<file path="src/rtl/mult_div_unit.sv">
// rtl/mult_div_unit.sv - iterative HI/LO multiply/divide unit, one bit per cycle
//
// Ports:
//   clk, rst           clock and synchronous active-high reset
//   start, op          launch MULT(00) / MULTU(01) / DIV(10) / DIVU(11); accepted only when idle
//   opa, opb           rs / rt operands, latched on the accepting edge
//   mthi, mtlo, mtdata direct writes of HI / LO while idle
//   busy, done         operation in progress / one-cycle completion pulse
//   div_by_zero        last completed divide had a zero divisor (sticky until next start)
//   hi, lo             architectural HI / LO registers

module mult_div_unit #(
    parameter int WIDTH = 32,
    parameter int CNT_W = 6
) (
    input  logic             clk,
    input  logic             rst,
    input  logic             start,
    input  logic [1:0]       op,
    input  logic [WIDTH-1:0] opa,
    input  logic [WIDTH-1:0] opb,
    input  logic             mthi,
    input  logic             mtlo,
    input  logic [WIDTH-1:0] mtdata,
    output logic             busy,
    output logic             done,
    output logic             div_by_zero,
    output logic [WIDTH-1:0] hi,
    output logic [WIDTH-1:0] lo
);

    typedef enum logic [1:0] {
        S_IDLE = 2'd0,
        S_MUL  = 2'd1,
        S_DIV  = 2'd2,
        S_FIX  = 2'd3
    } state_t;

    state_t             state_q;
    logic [WIDTH-1:0]   a_q;        // multiplicand magnitude (MUL) / dividend magnitude (DIV)
    logic [WIDTH-1:0]   b_q;        // divisor magnitude
    logic               sa_q;
    logic               sb_q;
    logic               is_div_q;
    logic [2*WIDTH-1:0] acc_q;      // product accumulator, or remainder:quotient shift register
    logic [CNT_W-1:0]   cnt_q;
    logic               busy_q;
    logic               done_q;
    logic               dbz_q;
    logic [WIDTH-1:0]   hi_q;
    logic [WIDTH-1:0]   lo_q;

    logic               op_signed;
    logic [WIDTH-1:0]   opa_mag;
    logic [WIDTH-1:0]   opb_mag;
    logic [WIDTH:0]     mul_sum;
    logic [2*WIDTH-1:0] acc_mul_d;
    logic [WIDTH:0]     rem_shift;
    logic [WIDTH:0]     rem_diff;
    logic               q_bit;
    logic [WIDTH-1:0]   rem_new;
    logic [2*WIDTH-1:0] acc_div_d;
    logic [2*WIDTH-1:0] prod_fix;
    logic [WIDTH-1:0]   quot_fix;
    logic [WIDTH-1:0]   rem_fix;
    logic [WIDTH-1:0]   a_raw;
    logic               last_iter;

    always_comb begin
        op_signed = ~op[0];
        opa_mag   = (op_signed && opa[WIDTH-1]) ? -opa : opa;
        opb_mag   = (op_signed && opb[WIDTH-1]) ? -opb : opb;

        // Shift-add: multiplier sits in the low half and is consumed LSB first;
        // the partial product enters from the top as the accumulator shifts right.
        mul_sum   = {1'b0, acc_q[2*WIDTH-1:WIDTH]} + (acc_q[0] ? {1'b0, a_q} : '0);
        acc_mul_d = {mul_sum, acc_q[WIDTH-1:1]};

        // Restoring divide: remainder is one bit wider while shifted so the
        // trial subtraction's MSB is a clean borrow flag.
        rem_shift = {acc_q[2*WIDTH-1:WIDTH], acc_q[WIDTH-1]};
        rem_diff  = rem_shift - {1'b0, b_q};
        q_bit     = ~rem_diff[WIDTH];
        rem_new   = q_bit ? rem_diff[WIDTH-1:0] : rem_shift[WIDTH-1:0];
        acc_div_d = {rem_new, acc_q[WIDTH-2:0], q_bit};

        prod_fix  = (sa_q ^ sb_q) ? -acc_q : acc_q;
        quot_fix  = (sa_q ^ sb_q) ? -acc_q[WIDTH-1:0] : acc_q[WIDTH-1:0];
        rem_fix   = sa_q ? -acc_q[2*WIDTH-1:WIDTH] : acc_q[2*WIDTH-1:WIDTH];

        // Divide-by-zero returns the dividend exactly as it was presented.
        a_raw     = sa_q ? -a_q : a_q;
        last_iter = (cnt_q == CNT_W'(WIDTH-1));
    end

    always_ff @(posedge clk) begin
        if (rst) begin
            state_q  <= S_IDLE;
            a_q      <= '0;
            b_q      <= '0;
            sa_q     <= 1'b0;
            sb_q     <= 1'b0;
            is_div_q <= 1'b0;
            acc_q    <= '0;
            cnt_q    <= '0;
            busy_q   <= 1'b0;
            done_q   <= 1'b0;
            dbz_q    <= 1'b0;
            hi_q     <= '0;
            lo_q     <= '0;
        end else begin
            done_q <= 1'b0;
            case (state_q)
                S_IDLE: begin
                    if (start) begin
                        // MUL: a_q = multiplicand, acc low = multiplier.
                        // DIV: b_q = divisor,      acc low = dividend.
                        a_q      <= opa_mag;
                        b_q      <= opb_mag;
                        sa_q     <= op_signed & opa[WIDTH-1];
                        sb_q     <= op_signed & opb[WIDTH-1];
                        is_div_q <= op[1];
                        acc_q    <= {{WIDTH{1'b0}}, (op[1] ? opa_mag : opb_mag)};
                        cnt_q    <= '0;
                        busy_q   <= 1'b1;
                        dbz_q    <= 1'b0;
                        state_q  <= op[1] ? S_DIV : S_MUL;
                    end else begin
                        if (mthi) hi_q <= mtdata;
                        if (mtlo) lo_q <= mtdata;
                    end
                end
                S_MUL: begin
                    acc_q <= acc_mul_d;
                    cnt_q <= cnt_q + 1'b1;
                    if (last_iter) state_q <= S_FIX;
                end
                S_DIV: begin
                    if (b_q == '0) begin
                        hi_q    <= a_raw;
                        lo_q    <= '1;
                        dbz_q   <= 1'b1;
                        done_q  <= 1'b1;
                        busy_q  <= 1'b0;
                        state_q <= S_IDLE;
                    end else begin
                        acc_q <= acc_div_d;
                        cnt_q <= cnt_q + 1'b1;
                        if (last_iter) state_q <= S_FIX;
                    end
                end
                S_FIX: begin
                    if (is_div_q) begin
                        lo_q <= quot_fix;
                        hi_q <= rem_fix;
                    end else begin
                        hi_q <= prod_fix[2*WIDTH-1:WIDTH];
                        lo_q <= prod_fix[WIDTH-1:0];
                    end
                    done_q  <= 1'b1;
                    busy_q  <= 1'b0;
                    state_q <= S_IDLE;
                end
                default: state_q <= S_IDLE;
            endcase
        end
    end

    assign busy        = busy_q;
    assign done        = done_q;
    assign div_by_zero = dbz_q;
    assign hi          = hi_q;
    assign lo          = lo_q;

endmodule

</file>
<file path="config.mk">
export PLATFORM = sky130hd
export DESIGN_NAME = mult_div_unit
export DESIGN_NICKNAME = d
export VERILOG_FILES = /design/src/rtl/mult_div_unit.sv
export SDC_FILE = /design/constraint.sdc
export NUM_CORES = 1
export LEC_CHECK = 0
export CAP_MARGIN = 30
export CELL_PAD_IN_SITES_DETAIL_PLACEMENT = 0
export CELL_PAD_IN_SITES_GLOBAL_PLACEMENT = 1
export CORE_UTILIZATION = 39
export CTS_CLUSTER_SIZE = 14
export DETAILED_ROUTE_END_ITERATION = 12
export GPL_TIMING_DRIVEN = 0
export HOLD_SLACK_MARGIN = 0.15
export PLACE_DENSITY_LB_ADDON = 0.1
export SKIP_CTS_REPAIR_TIMING = 1
export SLEW_MARGIN = 20
export SYNTH_ARGS = -nofsm -noshare
export SYNTH_HDL_FRONTEND = slang
export SYNTH_SLANG_ARGS = --single-unit
</file>
<file path="constraint.sdc">
create_clock -name clk -period 3.13 [get_ports clk]
set_input_delay 0.626 -clock clk [delete_from_list [all_inputs] [get_ports clk]]
set_output_delay 0.626 -clock clk [all_outputs]
set_load 0.02 [all_outputs]
</file>
# Word-level counts from Yosys, hierarchy flattened

Index checks and enable logic that the tools add are counted.
W data, S select, Z words.

Add/subtract/negate cells: 9
Equal/unequal tests: 10
Mux-type cells: 38
Bitwise gates (word level): 5
Reductions and logical operators: 13

Operator list:

| cell                  | number |
|---|---|
| $mux W32              | 16 |
| $mux W64              | 3 |
| $pmux W32 S3          | 2 |
| $pmux W64 S3          | 1 |
| $neg A32 Y32          | 5 |
| $neg A64 Y64          | 1 |
| $add A32 B32 Y33      | 1 |
| $sub A33 B32 Y33      | 1 |
| $logic_not A32 Y1     | 1 |
| $pmux W6 S3           | 1 |
| $mux W6               | 2 |
| $ne A2 B2 Y1 const B  | 6 |
| $reduce_and A3 Y1     | 3 |
| $mux W2               | 4 |
| $pmux W2 S4           | 1 |
| $reduce_and A4 Y1     | 2 |
| $add A6 B1 Y6 const B | 1 |
| $eq A6 B5 Y1 const B  | 1 |
| $reduce_bool A3 Y1    | 2 |
| $mux W1               | 5 |
| $eq A2 B2 Y1 const B  | 2 |
| $pmux W1 S2           | 2 |
| $pmux W1 S3           | 1 |
| $and A1 B1 Y1         | 2 |
| 7 further kinds       | 9 |

Register bits: 206
Input port bits: 103
Output and inout bits: 67
Logic and storage cells: 88

# Longest topological paths before layout

Word-level depth: 6
Gate-level depth with buffers: 17
Mapped depth without buffers: 15

# Least setup slack after synthesis

OpenSTA, ideal clock, no wires.

Path kind: flip-flop to flip-flop
Start: register acc_q[0]
End: register acc_q[57]
Setup time: 137 ps
Arrival time: 3180 ps
Data required time: 2993 ps
Slack: -187 ps
Cell stages (with the launch flop): 18
Path buffers: 2
Period minus slack after synthesis: 3317 ps
Cells stage by stage: dfxtp_1 -> clkbuf_1 -> clkbuf_1 -> inv_1 -> nor2_1 -> ha_1 -> inv_1 -> fa_1 -> inv_1 -> a21oi_1 -> o21a_1 -> o211ai_1 -> o31a_1 -> a41oi_1 -> a31oi_1 -> a31oi_1 -> xor2_1 -> o221ai_1

Longest elaborated chain between the ends: 3

Ends and longest elaborated chain:

| what                   | RTL line | text |
|---|---|---|
| from (decl)            | 45       | `logic [2*WIDTH-1:0] acc_q;` |
| from (signal assigned) | 123      | `acc_q <= {{WIDTH{1'b0}}, (op[1] ? opa_mag : opb_mag)};` |
| from (signal assigned) | 134      | `acc_q <= acc_mul_d;` |
| from (signal assigned) | 147      | `acc_q <= acc_div_d;` |
| $mux W32               | 76       | `mul_sum = {1'b0, acc_q[2*WIDTH-1:WIDTH]} + (acc_q[0] ? {1'b0, a_q} : '0);` |
| $add A32 B32 Y33       | 76       |  |
| $pmux W64 S3           | 113      | `case (state_q)` |

Every way passes these cells.
A chain may end at the register's enable or synchronous reset.

# Final worst setup path

Ends and elaborated chain as after synthesis.

==> reports/results.txt <==
The path class of the tightest hold or removal check is in -> reg. The logs give 39.5% for the effective utilization at floorplan and 0 for the initial antenna violation count. The number of diodes is 0, and the number of max-capacitance violations reported is 0. CTS saw 206 sinks. Along the worst path, the maximum fanout reaches 6.

Summed over its instances, the top area cell type makes up 25.6% of the synthesized netlist area. The slowest stage of the critical path belongs to the cell sky130_fd_sc_hd__dfxtp_4. The tools report the post-detailed-route count of antenna-violating nets as 0. Of all cell types, the one taking the most synthesized area is sky130_fd_sc_hd__dfxtp_1.

In this design, the largest share of critical-path delay is due to compound AO/OA/AOI/OAI gates. The number of cells on the worst hold path was 3. The flow ran to the end, but the final reports show violations. The post-route netlist has 12.7% of its cells at a drive strength greater than 1. The detailed placer's ending HPWL is 59000 um. Category of the critical setup timing path: reg -> reg. Measured in cells, the most critical reg-to-reg path has a length of 17.

Counting I/O delays and the setup requirement, the final critical path takes 3.34 ns. The logs give 3.77 ns for the data arrival time of the critical path and 106000 um for the wire length of the first global-routing pass. The die covers 0.0421 mm2. During I/O placement, the number of pins put on the boundary was 170. The total count of max-transition violations in the final report was 0; the synthesized area per cell was 7.48 um2. The critical path contains buffers and inverters numbering 5 combined.

For the number of hold violations in the final report, the log shows 0. The tools report the detailed router's first-iteration violation count as 1846. Most frequent cell after synthesis: sky130_fd_sc_hd__nor2_1.

The worst path setup slack after routing is -0.212 ns, and the number of unique standard cell types used by synthesis is 83. STA classifies the critical path endpoint as a flop. The final standard cell area without fillers was 0.0209 mm2; the area added between synthesis and finish was 29.7%. Logic depth of the worst path, buffers included: 17.

The pin slew with the least headroom to its limit was 1.04 ns. The clock latency reported for the late side of the worst-skew pair is 0.57 ns, and the number of non-filler instances in the completed layout is 2949. After synthesis the cells add up to 0.0161 mm2. The run gives 8 as the number of iterations in the first detailed-routing pass.

The via count of the first global-routing pass was 16200. Clock tree skew after final layout: 0.0210 ns. Setup repair after global routing could not meet its margin everywhere. For the total of warnings raised by yosys, the log shows 0. Counting flops and latches in the post-synthesis netlist gives 206. The logs give 3.56 ns for the data required time at the worst endpoint and 2330 for the net count of the mapped netlist. After layout, the worst path uses 107% of the clock period.

The longest individual stage delay on the worst path was 0.36 ns. In this run, placement finished with an instance count of 2852. The longest clock path from root to sink contains 3 buffers. The tools report the cell row count as 74.

Counting flops with an async set or reset pin after synthesis yields a share of 0%. In this run the clock root is driven by a sky130_fd_sc_hd__clkbuf_16. Dividing the detail-routed wire length by the instance count gives 25.2 um. The highest achievable clock rate came out at 299 MHz. The run gives 0.404 mV as the maximum resistive drop on vdd. The number of design rule violations left after detail routing came out at 0. For this run, the total global-route usage over all layers was measured as 33.9%. The commonest cells after synthesis are sky130_fd_sc_hd__nor2_1, sky130_fd_sc_hd__dfxtp_1, sky130_fd_sc_hd__a21oi_1. After clock tree synthesis, the clock-pin slew on the worst setup and hold paths is 0.07 ns. Sorting the synthesized cells by area gives the leading types as sky130_fd_sc_hd__dfxtp_1, sky130_fd_sc_hd__xnor2_1, sky130_fd_sc_hd__a21oi_1.

Number of CTS-inserted buffers: 25. The deepest level of the CTS H-tree was 1; the detail-routed via count per cell was 6.09. The checks that failed: negative setup slack. The library cell appearing most often on the critical path is sky130_fd_sc_hd__inv_2. Number of instances in the synthesized netlist: 2151. The relative slew slack is 30.4%, and the number of flops mapped to enable cells by yosys is 0. The via total after detailed routing came out at 18000. Of the synthesized area, sequential elements account for 25.6%. The number of nets in the layout was 2579. For the global placer's final weighted congestion, the log shows 0.991.

Port buffering added 168 buffers. The die extent in y is 205 um, and the area after detailed placement is 0.0185 mm2. Timing analysis after detailed placement gives a worst setup slack of -1.24 ns. TritonCTS built the clock tree. The core region is 0.0407 mm2. The critical path goes through buf_8 > buf_6 > inv_6 > nor2_4 > ha_4 > inv_2 > fa_2 > inv_2 > a21oi_4 > o21a_1 > o211ai_1 > o31a_1 > a41oi_4 > a31oi_4 > a31oi_1 > xor2_1 > o221ai_1. The tools report the wire length reported by the detailed router as 74300 um.

The commonest register cell after synthesis was sky130_fd_sc_hd__dfxtp_1. In this run the static leakage power is 7.99 nW. Setup violations remaining at the end of the flow were counted as 14. Startpoint type of the worst setup path: a flop. Dividing total power by cell area gives a power density of 641 mW/mm2. Entering global routing, the biggest net connects 14 pins. In this run the horizontal extent of the chip is 205 um.

After global routing the overflow that remains totals 0.
cells in the final DEF (no fill, tap or decap), types with 33 or more instances in the layout:
cell type | netlist | layout
sky130_fd_sc_hd__nand2_1 | 159 | 151
sky130_fd_sc_hd__xor2_1 | 77 | 72
sky130_fd_sc_hd__a211oi_1 | 80 | 76
sky130_fd_sc_hd__mux2i_1 | 44 | 42
sky130_fd_sc_hd__inv_1 | 69 | 63
sky130_fd_sc_hd__xnor2_1 | 126 | 118
sky130_fd_sc_hd__clkbuf_1 | 128 | 110
sky130_fd_sc_hd__clkdlybuf4s50_1 | 0 | 161
sky130_fd_sc_hd__a22oi_1 | 46 | 46
sky130_fd_sc_hd__and2_1 | 40 | 33
sky130_fd_sc_hd__o21ai_0 | 119 | 103
sky130_fd_sc_hd__dfxtp_1 | 206 | 190
sky130_fd_sc_hd__ha_1 | 74 | 60
sky130_fd_sc_hd__nor3_1 | 43 | 38
sky130_fd_sc_hd__nor2_1 | 258 | 252
sky130_fd_sc_hd__a21o_1 | 33 | 33
sky130_fd_sc_hd__buf_4 | 0 | 51
sky130_fd_sc_hd__a21oi_1 | 197 | 186
power by group:
| group | total [mW] | switching [mW] | internal, mW |
|---|---|---|---|
| clock | 3.20 | 1.31 | 1.89 |
| combinational | 6.31 | 3.93 | 2.38 |
| sequential | 3.87 | 0.671 | 3.20 |
| total | 13.4 | 5.91 | 7.47 |
kinds of logic (layout without fill, tap and decap cells):
kind of cell / count (synthesis) / count (layout) / share of synthesized area [%]
adder cells (fa/ha/maj): 76 / 76 / 6.00
AO/OA/AOI/OAI: 708 / 708 / 28.8
buffers and inverters: 221 / 487 / 5.26
AND/OR/NAND/NOR: 692 / 692 / 20.4
XOR/XNOR: 203 / 203 / 11.0
multiplexers: 45 / 45 / 2.81
flip-flops: 206 / 206 / 25.6
layer usage:
layer | share of wire (%) | track usage [%] | wire, um
met1 | 44 | 48.3 | 33000
met2 | 44 | 52.3 | 32700
met3 | 7.3 | 3.88 | 5450
met4 | 4.3 | 12.0 | 3200
met5 | 0 | 0 | 0
layout make-up:
cell class / count / area [um2]
Timing Repair Buffer: 230 / 2220
Fill cell: 4117 / 19900
Inverter: 72 / 288
Buffer: 141 / 634
Multi-Input combinational cell: 1724 / 12000
Tap cell: 532 / 666
Clock inverter: 14 / 193
Clock buffer: 30 / 684
Sequential cell: 206 / 4150
worst paths after layout:
path                               from                      to  slack [ns]
setup / recovery  acc_q[0]$_SDFFE_PP0P_  acc_q[57]$_SDFFE_PP0P_       -0.21
hold / removal                   opa[5]     a_q[5]$_SDFFE_PP0P_        0.49
setup reg to reg  acc_q[0]$_SDFFE_PP0P_  acc_q[57]$_SDFFE_PP0P_       -0.21
hold reg to reg      lo[8]$_SDFFE_PP0P_      lo[8]$_SDFFE_PP0P_        0.49
stage by stage:
| step | hold slack (ns) | power (mW) | utilization, % | TNS (ns) |
|---|---|---|---|---|
| floorplan | 0.449 | 7.21 | - | -0.000131 |
| global placement | 0.472 | 9.55 | 45.3 | -102.34 |
| detailed placement | 0.481 | 9.60 | 45.3 | -69.73 |
| CTS | 0.490 | 12.8 | 47.5 | -50.43 |
| global route | 0.507 | 14.0 | 51.2 | -3.61 |
| finish | 0.486 | 13.4 | 51.2 | -1.26 |
flip-flops by register name, indices dropped and copies added (netlist names), 2 cells and up:
register,flops
acc_q,64
a_q,32
b_q,32
hi,32
lo,32
cnt_q,6
state_q,2
worst reg2reg max path, stage by stage, from the launching register on:
cell                       delay [ns]
sky130_fd_sc_hd__dfxtp_4         0.36
sky130_fd_sc_hd__buf_8           0.13
sky130_fd_sc_hd__buf_6           0.12
sky130_fd_sc_hd__inv_6           0.03
sky130_fd_sc_hd__nor2_4          0.08
sky130_fd_sc_hd__ha_4            0.16
sky130_fd_sc_hd__inv_2           0.04
sky130_fd_sc_hd__fa_2            0.34
sky130_fd_sc_hd__inv_2           0.08
sky130_fd_sc_hd__a21oi_4         0.06
sky130_fd_sc_hd__o21a_1          0.23
sky130_fd_sc_hd__o211ai_1        0.32
sky130_fd_sc_hd__o31a_1          0.34
sky130_fd_sc_hd__a41oi_4         0.20
sky130_fd_sc_hd__a31oi_4         0.25
sky130_fd_sc_hd__a31oi_1         0.13
sky130_fd_sc_hd__xor2_1          0.22
sky130_fd_sc_hd__o221ai_1        0.12
(Power assumes the default switching activity.)
